$ cat src/rtl/ecall_pkg.sv
// Shared types and constants for the decode-stage ecall sequencer.
package ecall_pkg;

    typedef enum logic [1:0] {
        RUN,
        DRAIN,
        HALTED
    } ecall_state_t;

    localparam logic [4:0]  A7_REG_IDX      = 5'd17;
    localparam logic [31:0] ECALL_HALT_CODE = 32'd10;

endpackage

$ cat src/rtl/ecall_hazard_check.sv
// Combinational check: is the a7 producer of an ecall in ID still unforwardable?
module ecall_hazard_check
    import ecall_pkg::*;
#(
    parameter logic [4:0] A7_REG = A7_REG_IDX
) (
    input  logic       i_is_ecall,
    input  logic       i_id_valid,
    input  logic [4:0] i_id_ex_rd,
    input  logic       i_id_ex_reg_write,
    input  logic [4:0] i_ex_mem_rd,
    input  logic       i_ex_mem_reg_write,
    input  logic       i_ex_mem_mem_read,
    output logic       o_ecall_hazard
);

    logic w_h_ex;
    logic w_h_mem;

    // EX result is not yet in EX/MEM; a load in MEM has no ALU-side data to forward
    assign w_h_ex  = i_id_ex_reg_write & (i_id_ex_rd == A7_REG);
    assign w_h_mem = i_ex_mem_reg_write & i_ex_mem_mem_read & (i_ex_mem_rd == A7_REG);

    assign o_ecall_hazard = i_is_ecall & i_id_valid & (w_h_ex | w_h_mem);

endmodule

$ cat src/rtl/ecall_halt_unit.sv
// Ecall sequencer: stalls on an unready a7, detects halt (a7 == HALT_CODE),
// freezes fetch, drains older instructions, then raises sticky is_halted.
module ecall_halt_unit
    import ecall_pkg::*;
#(
    parameter logic [4:0]  A7_REG       = A7_REG_IDX,
    parameter logic [31:0] HALT_CODE    = ECALL_HALT_CODE,
    parameter int unsigned DRAIN_CYCLES = 3
) (
    input  logic        clk,
    input  logic        reset,
    input  logic        is_ecall,
    input  logic        id_valid,
    input  logic [4:0]  ID_EX_rd,
    input  logic        ID_EX_reg_write,
    input  logic [4:0]  EX_MEM_rd,
    input  logic        EX_MEM_reg_write,
    input  logic        EX_MEM_mem_read,
    input  logic [31:0] a7_value,
    output logic        ecall_stall,
    output logic        halt_flush,
    output logic        is_halted
);

    localparam logic [2:0] DRAIN_LOAD = 3'(DRAIN_CYCLES - 1);

    ecall_state_t r_state;
    ecall_state_t w_state_next;
    logic [2:0]   r_drain_cnt;
    logic [2:0]   w_drain_cnt_next;
    logic         r_is_halted;
    logic         w_hazard;
    logic         w_halt_detect;

    ecall_hazard_check #(
        .A7_REG (A7_REG)
    ) u_hazard (
        .i_is_ecall         (is_ecall),
        .i_id_valid         (id_valid),
        .i_id_ex_rd         (ID_EX_rd),
        .i_id_ex_reg_write  (ID_EX_reg_write),
        .i_ex_mem_rd        (EX_MEM_rd),
        .i_ex_mem_reg_write (EX_MEM_reg_write),
        .i_ex_mem_mem_read  (EX_MEM_mem_read),
        .o_ecall_hazard     (w_hazard)
    );

    always_comb begin
        w_state_next     = r_state;
        w_drain_cnt_next = r_drain_cnt;
        w_halt_detect    = 1'b0;
        ecall_stall      = 1'b0;
        halt_flush       = 1'b0;
        case (r_state)
            RUN: begin
                ecall_stall   = w_hazard;
                w_halt_detect = is_ecall & id_valid & ~w_hazard & (a7_value == HALT_CODE);
                halt_flush    = w_halt_detect;
                if (w_halt_detect) begin
                    w_state_next     = DRAIN;
                    w_drain_cnt_next = DRAIN_LOAD;
                end
            end
            DRAIN: begin
                halt_flush = 1'b1;
                if (r_drain_cnt == 3'd0) begin
                    w_state_next = HALTED;
                end else begin
                    w_drain_cnt_next = r_drain_cnt - 3'd1;
                end
            end
            HALTED: begin
                halt_flush = 1'b1;
            end
            default: begin
                w_state_next = RUN;
            end
        endcase
    end

    always_ff @(posedge clk) begin
        if (reset) begin
            r_state     <= RUN;
            r_drain_cnt <= '0;
            r_is_halted <= 1'b0;
        end else begin
            r_state     <= w_state_next;
            r_drain_cnt <= w_drain_cnt_next;
            if (w_state_next == HALTED) begin
                r_is_halted <= 1'b1;
            end
        end
    end

    assign is_halted = r_is_halted;

endmodule
$ cat config.mk
export PLATFORM = sky130hd
export DESIGN_NAME = ecall_halt_unit
export DESIGN_NICKNAME = d
export VERILOG_FILES = /design/src/rtl/ecall_pkg.sv /design/src/rtl/ecall_hazard_check.sv /design/src/rtl/ecall_halt_unit.sv
export SDC_FILE = /design/constraint.sdc
export NUM_CORES = 1
export LEC_CHECK = 0
export ABC_AREA = 1
export BUFFER_PORTS_ARGS = -buffer_cell sky130_fd_sc_hd__buf_2
export CORE_MARGIN = 2
export CORE_UTILIZATION = 39
export CTS_CLUSTER_DIAMETER = 120
export CTS_CLUSTER_SIZE = 8
export DETAILED_ROUTE_END_ITERATION = 6
export GPL_ROUTABILITY_DRIVEN = 0
export PLACE_DENSITY = 0.83
export SLEW_MARGIN = 20
export SYNTH_ARGS = -nofsm -noshare
export SYNTH_HDL_FRONTEND = slang
export SYNTH_SLANG_ARGS = --single-unit
$ cat constraint.sdc
create_clock -name clk -period 2 [get_ports clk]
set_input_delay 0.2 -clock clk [delete_from_list [all_inputs] [get_ports clk]]
set_output_delay 0.2 -clock clk [all_outputs]
set_load 0.02 [all_outputs]
Yosys cells after proc, flatten, opt, wreduce, memory -nomap -nowiden --
Cells that the tools add are included.
Cells by class: add/sub/neg operators 1, equality and inequality tests 8, muxes and demuxes 8, bitwise gates (word level) 9, reduce and logical (&&, ||, !) cells 5
Operator list (count):
- 32-bit by 4-bit equality test with 1-bit output, second input constant | 1
- 5-bit equality test, second input constant | 2
- 1-bit AND | 7
- 3-bit 2-to-1 mux | 2
- 2-bit one-hot mux with 3 select lines | 1
- 3-bit one-hot mux with 2 select lines | 1
- 2-bit equality test, second input constant | 2
- 2-bit 2-to-1 mux | 2
- 2-bit inequality test, second input constant | 2
- 3-bit logical NOT | 1
- 3-bit AND reduction | 1
- 3-bit by 1-bit subtractor with 3-bit output, second input constant | 1
- 2-bit by 1-bit equality test with 1-bit output, second input constant | 1
- 2-bit logical NOT | 1
- 1-bit one-hot mux with 2 select lines | 1
- 2-bit nonzero test | 1
- 2-bit OR reduction | 1
- 1-bit 2-to-1 mux | 1
- 1-bit NOT | 1
- 1-bit bitwise OR | 1
Word-level totals: register bits 6

Longest topological paths before layout --
depth after elaboration 10, mapped depth 12, gate-level depth less buffers 12

Hierarchy --
A second synthesis with hierarchy kept.
Second synthesis, totals: cell total of the unflattened synthesis 140, area total of the unflattened synthesis 725.7 sq um
By module, submodules not included:
- ecall_halt_unit | instances 1, cells an instance 122, area each 649.4 sq um
- ecall_hazard_check | instances 1, cells an instance 18, area each 76.3 sq um

Worst setup path after synthesis --
Ideal clock, no wire load.
path type register to output, start point reg r_state[0], end point out halt_flush, data arrival time 1318 ps, data required time 1800 ps, setup slack 482 ps, stages on the path, launching flop included 9, buffers on the path 0, cells stage by stage dfxtp_1 -> inv_1 -> ha_1 -> inv_2 -> nor3_2 -> nand2_1 -> nor2_2 -> nand2_2 -> a21oi_1
Between the ends: word-level cells in the longest chain between the ends 3, elaborated cells between the ends (all ways) 5, those cells by class eq/ne: 2; mux: 1; reduce/logical: 2
RTL lines:
- from (decl) | RTL line ecall_halt_unit.sv:27 | ecall_state_t r_state;
- from (signal assigned) | RTL line ecall_halt_unit.sv:87 | r_state <= w_state_next;
- 2-bit by 1-bit equality test with 1-bit output or 2-bit equality test (tied branches) | RTL line ecall_halt_unit.sv:54 | case (r_state)
- 2-bit OR reduction (no line)
- 1-bit one-hot mux with 2 select lines (*) | RTL line ecall_halt_unit.sv:54
- to (decl) | RTL line ecall_halt_unit.sv:21 | output logic halt_flush,
Mark *: on every way between the ends. The rest lies on a longest branch, timed or not.

Worst setup path in the final report --
Same ends and word-level chain as after synthesis.

==> impl_results.md <==
* Final Non-Filler Cells at about 170
* Starting DRC count in detailed routing at 9
* Via Count at between 700 and 800
* Tcrit/Tclk final at 89.3%
* Int Pwr at 0.000228 W
* Synth-to-layout area growth at 51.6%
* Total CTS buffers at 3
* Clock transition at the registers of the reported paths at roughly 50 ps
* Worst slack, placed at approximately 460 ps
* Final net count at approximately 210
* Worst setup margin at ~210 ps
* Synth Register Bits at 6
* Gate power share at a little over a fifth
* Critical Path Sink Type: primary output
* Antenna-violating nets left at 0
* Sequential share of power at between 40% and 50%
* Pwr dens at 338 nW/um2
* Relative slew slack at about 84%
* Worst skew pair latency at roughly 240 ps
* MaxCap Viol Count at 0
* Total Wirelength at between 1500 and 2000 um
* Hold Vio Cnt, Final at 0
* Die width at roughly 42 um
* CTS resizes at 0
* # Post-CTS Setup Buffers at 0
* Syn Nets at roughly 150
* Worst path slowest cell: dfxtp_1
* Fin area at a little under 900 um2
* Critical Path RT at ~1800 ps
* Cells along the critical path: inv_1 -> ha_1 -> inv_2 -> nor3_2 -> nand2_1 -> nor2_2 -> nand2_2 -> a21oi_1 -> buf_2
* Vias/cell at approximately 4.4
* Largest net degree at the start of global routing at 7
* VDD IR max at 0.244 mV
* Average wire per standard cell at ~9 um
* Gr ovfl total at 0
* Post-synth cell types at 18
* Placed cell count at between 150 and 200
* Commonest non-fill, non-tap cell in the layout: buf_2
* Crit Path Class: reg -> out
* DR pass1 iterations at 4
* HP Class: in -> reg
* Num rows at 13
* Syn_area_per_cell at 5.86 um2
* Final Power at between 0.0002 and 0.0003 W
* Bufs and invs on worst path at 3
* Switch share at 22.3%
* Commonest cells after routing, fill and taps aside: buf_2 (51), nor2_1 (26), nand2_1 (20)
* Seq/Total Area, Yosys at 20.9%
* ANT cells at 0
* Clock tree from TritonCTS: yes
* Final setup skew at between 6 and 7 ps
* DRC Markers at 0
* Port bufs at ~50
* Initial antenna violation count at 0
* # IOs at 52
* Crit path max-delay family: buffers and inverters
* Clock Tree Buf Depth at 2
* Final Max Tran Viols at 0
* Die ar. at between 1500 and 2000 um2
* First-pass GRT wire length at 2620 um
* Total negative setup slack at 0 ps
* Die Y at around 42 um
* H-tree Lvls at 1
* Outcome: complete, no violations
* Root Buffer: clkbuf_4
* Cell Area, Synth at 574 um2
* Worst EP arrival at about 1600 ps
* CORE AREA at between 1000 and 1500 um2
* Detail Placement HPWL at around 1300 um
* Synth warnings at 0
* Mapped Cells at slightly below 100
* Unrepaired setup endpoints after global routing: no
* CTS Sinks at 6
* Leak at approximately 0.48 nW
* Startpoint Class: flop
* Worst-path maximum fanout at 4
* F_max at between 500 and 600 MHz
* Share of post-route cells with drive strength above 1 at 41.4%
* Minimum clock period at 1790 ps
* Least-Margin Pin Slew at roughly 240 ps
* Overall Global Routing Usage at a little under a fifth
* Vias in the first global route at approximately 700
* Sw Pwr at ~0.000066 W
* Final setup fails at 0
* Clk pwr share at a little under two fifths
* CTS Hold Bufs at 0
* Effective utilization at floorplan at a little over two fifths
* Area post-placement at about 850 um2
* Slowest stage delay, CP at 320 ps
==> synthesized netlist by cell type <==
| master | number | area, um2 |
|---|---|---|
| a21oi_1 | 4 | 20.0 |
| and3_1 | 1 | 6.26 |
| dfxtp_1 | 6 | 120 |
| ha_1 | 6 | 75.1 |
| inv_1 | 14 | 52.6 |
| inv_2 | 2 | 7.51 |
| nand2_1 | 20 | 75.1 |
| nand2_2 | 2 | 12.5 |
| nand2_4 | 1 | 11.3 |
| nand3_1 | 5 | 25.0 |
| nand3b_1 | 1 | 7.51 |
| nand4_1 | 1 | 6.26 |
| nor2_1 | 26 | 97.6 |
| nor2_2 | 3 | 18.8 |
| nor3_1 | 1 | 5.00 |
| nor3_2 | 1 | 10.0 |
| o21ai_1 | 3 | 15.0 |
| xnor2_1 | 1 | 8.76 |
==> routing by layer <==
metal,GRT usage (%),wire (um),up-vias
met1,17.3,618,302
met5,0,0,-
met2,35.7,771,24
met4,10.6,17,0
met3,4.31,101,2
li1,-,-,409
==> power by group through the flow <==
stage | logic, W | registers (W) | clock network (W)
3_5_place_dp | 0.0000643 | 0.000122 | 0
2_1_floorplan | 0.0000158 | 0.000122 | 0
3_3_place_gp | 0.0000619 | 0.000122 | 0
4_1_cts | 0.0000646 | 0.000120 | 0.000116
5_1_grt | 0.0000733 | 0.000120 | 0.000129
6_report | 0.0000640 | 0.000120 | 0.000110
==> area by class of cell <==
| class | instances | area (um2) |
|---|---|---|
| fill | 120 | 463 |
| multi-input combinational | 76 | 394 |
| timing repair buffer | 51 | 255 |
| sequential | 6 | 120 |
| inverter | 16 | 60.1 |
| clock buffer | 3 | 22.5 |
| tap | 15 | 18.8 |
==> path summary, 6_finish.rpt <==
kind / startpoint / endpoint / slack, ps / cells after the start
setup / recovery: r_state[0]$_SDFF_PP0_ / halt_flush / 210 / 9
hold / removal: reset / r_drain_cnt[1]$_SDFFE_PP0P_ / 190 / 2
setup reg to reg: r_state[0]$_SDFF_PP0_ / is_halted$_SDFFE_PP0N_ / 580 / 11
hold reg to reg: r_drain_cnt[0]$_SDFFE_PP0P_ / r_drain_cnt[0]$_SDFFE_PP0P_ / 460 / 2
==> registers in the layout, summed over array words and instances, names as in the netlist <==
name / cells
is_halted: 1
r_drain_cnt: 3
r_state: 2
==> cell families (layout without fill, tap and decap cells) <==
| family | after synthesis | after routing | share of synthesized area (%) |
|---|---|---|---|
| AO/OA/AOI/OAI | 7 | 7 | 6.10 |
| XOR/XNOR | 1 | 1 | 1.53 |
| adder cells (fa/ha/maj) | 6 | 6 | 13.1 |
| buffers and inverters | 16 | 70 | 10.5 |
| flip-flops | 6 | 6 | 20.9 |
| AND/OR/NAND/NOR | 62 | 62 | 47.9 |
==> per-stage QoR <==
step / hold slack (ps) / utilization [%]
CTS: 182 / 65.3
finish: 188 / 65.3
detailed placement: 446 / 63.6
global placement: 442 / 63.6
floorplan: 267 / -
global route: 176 / 65.3
Power figures use the tool's default switching activity.
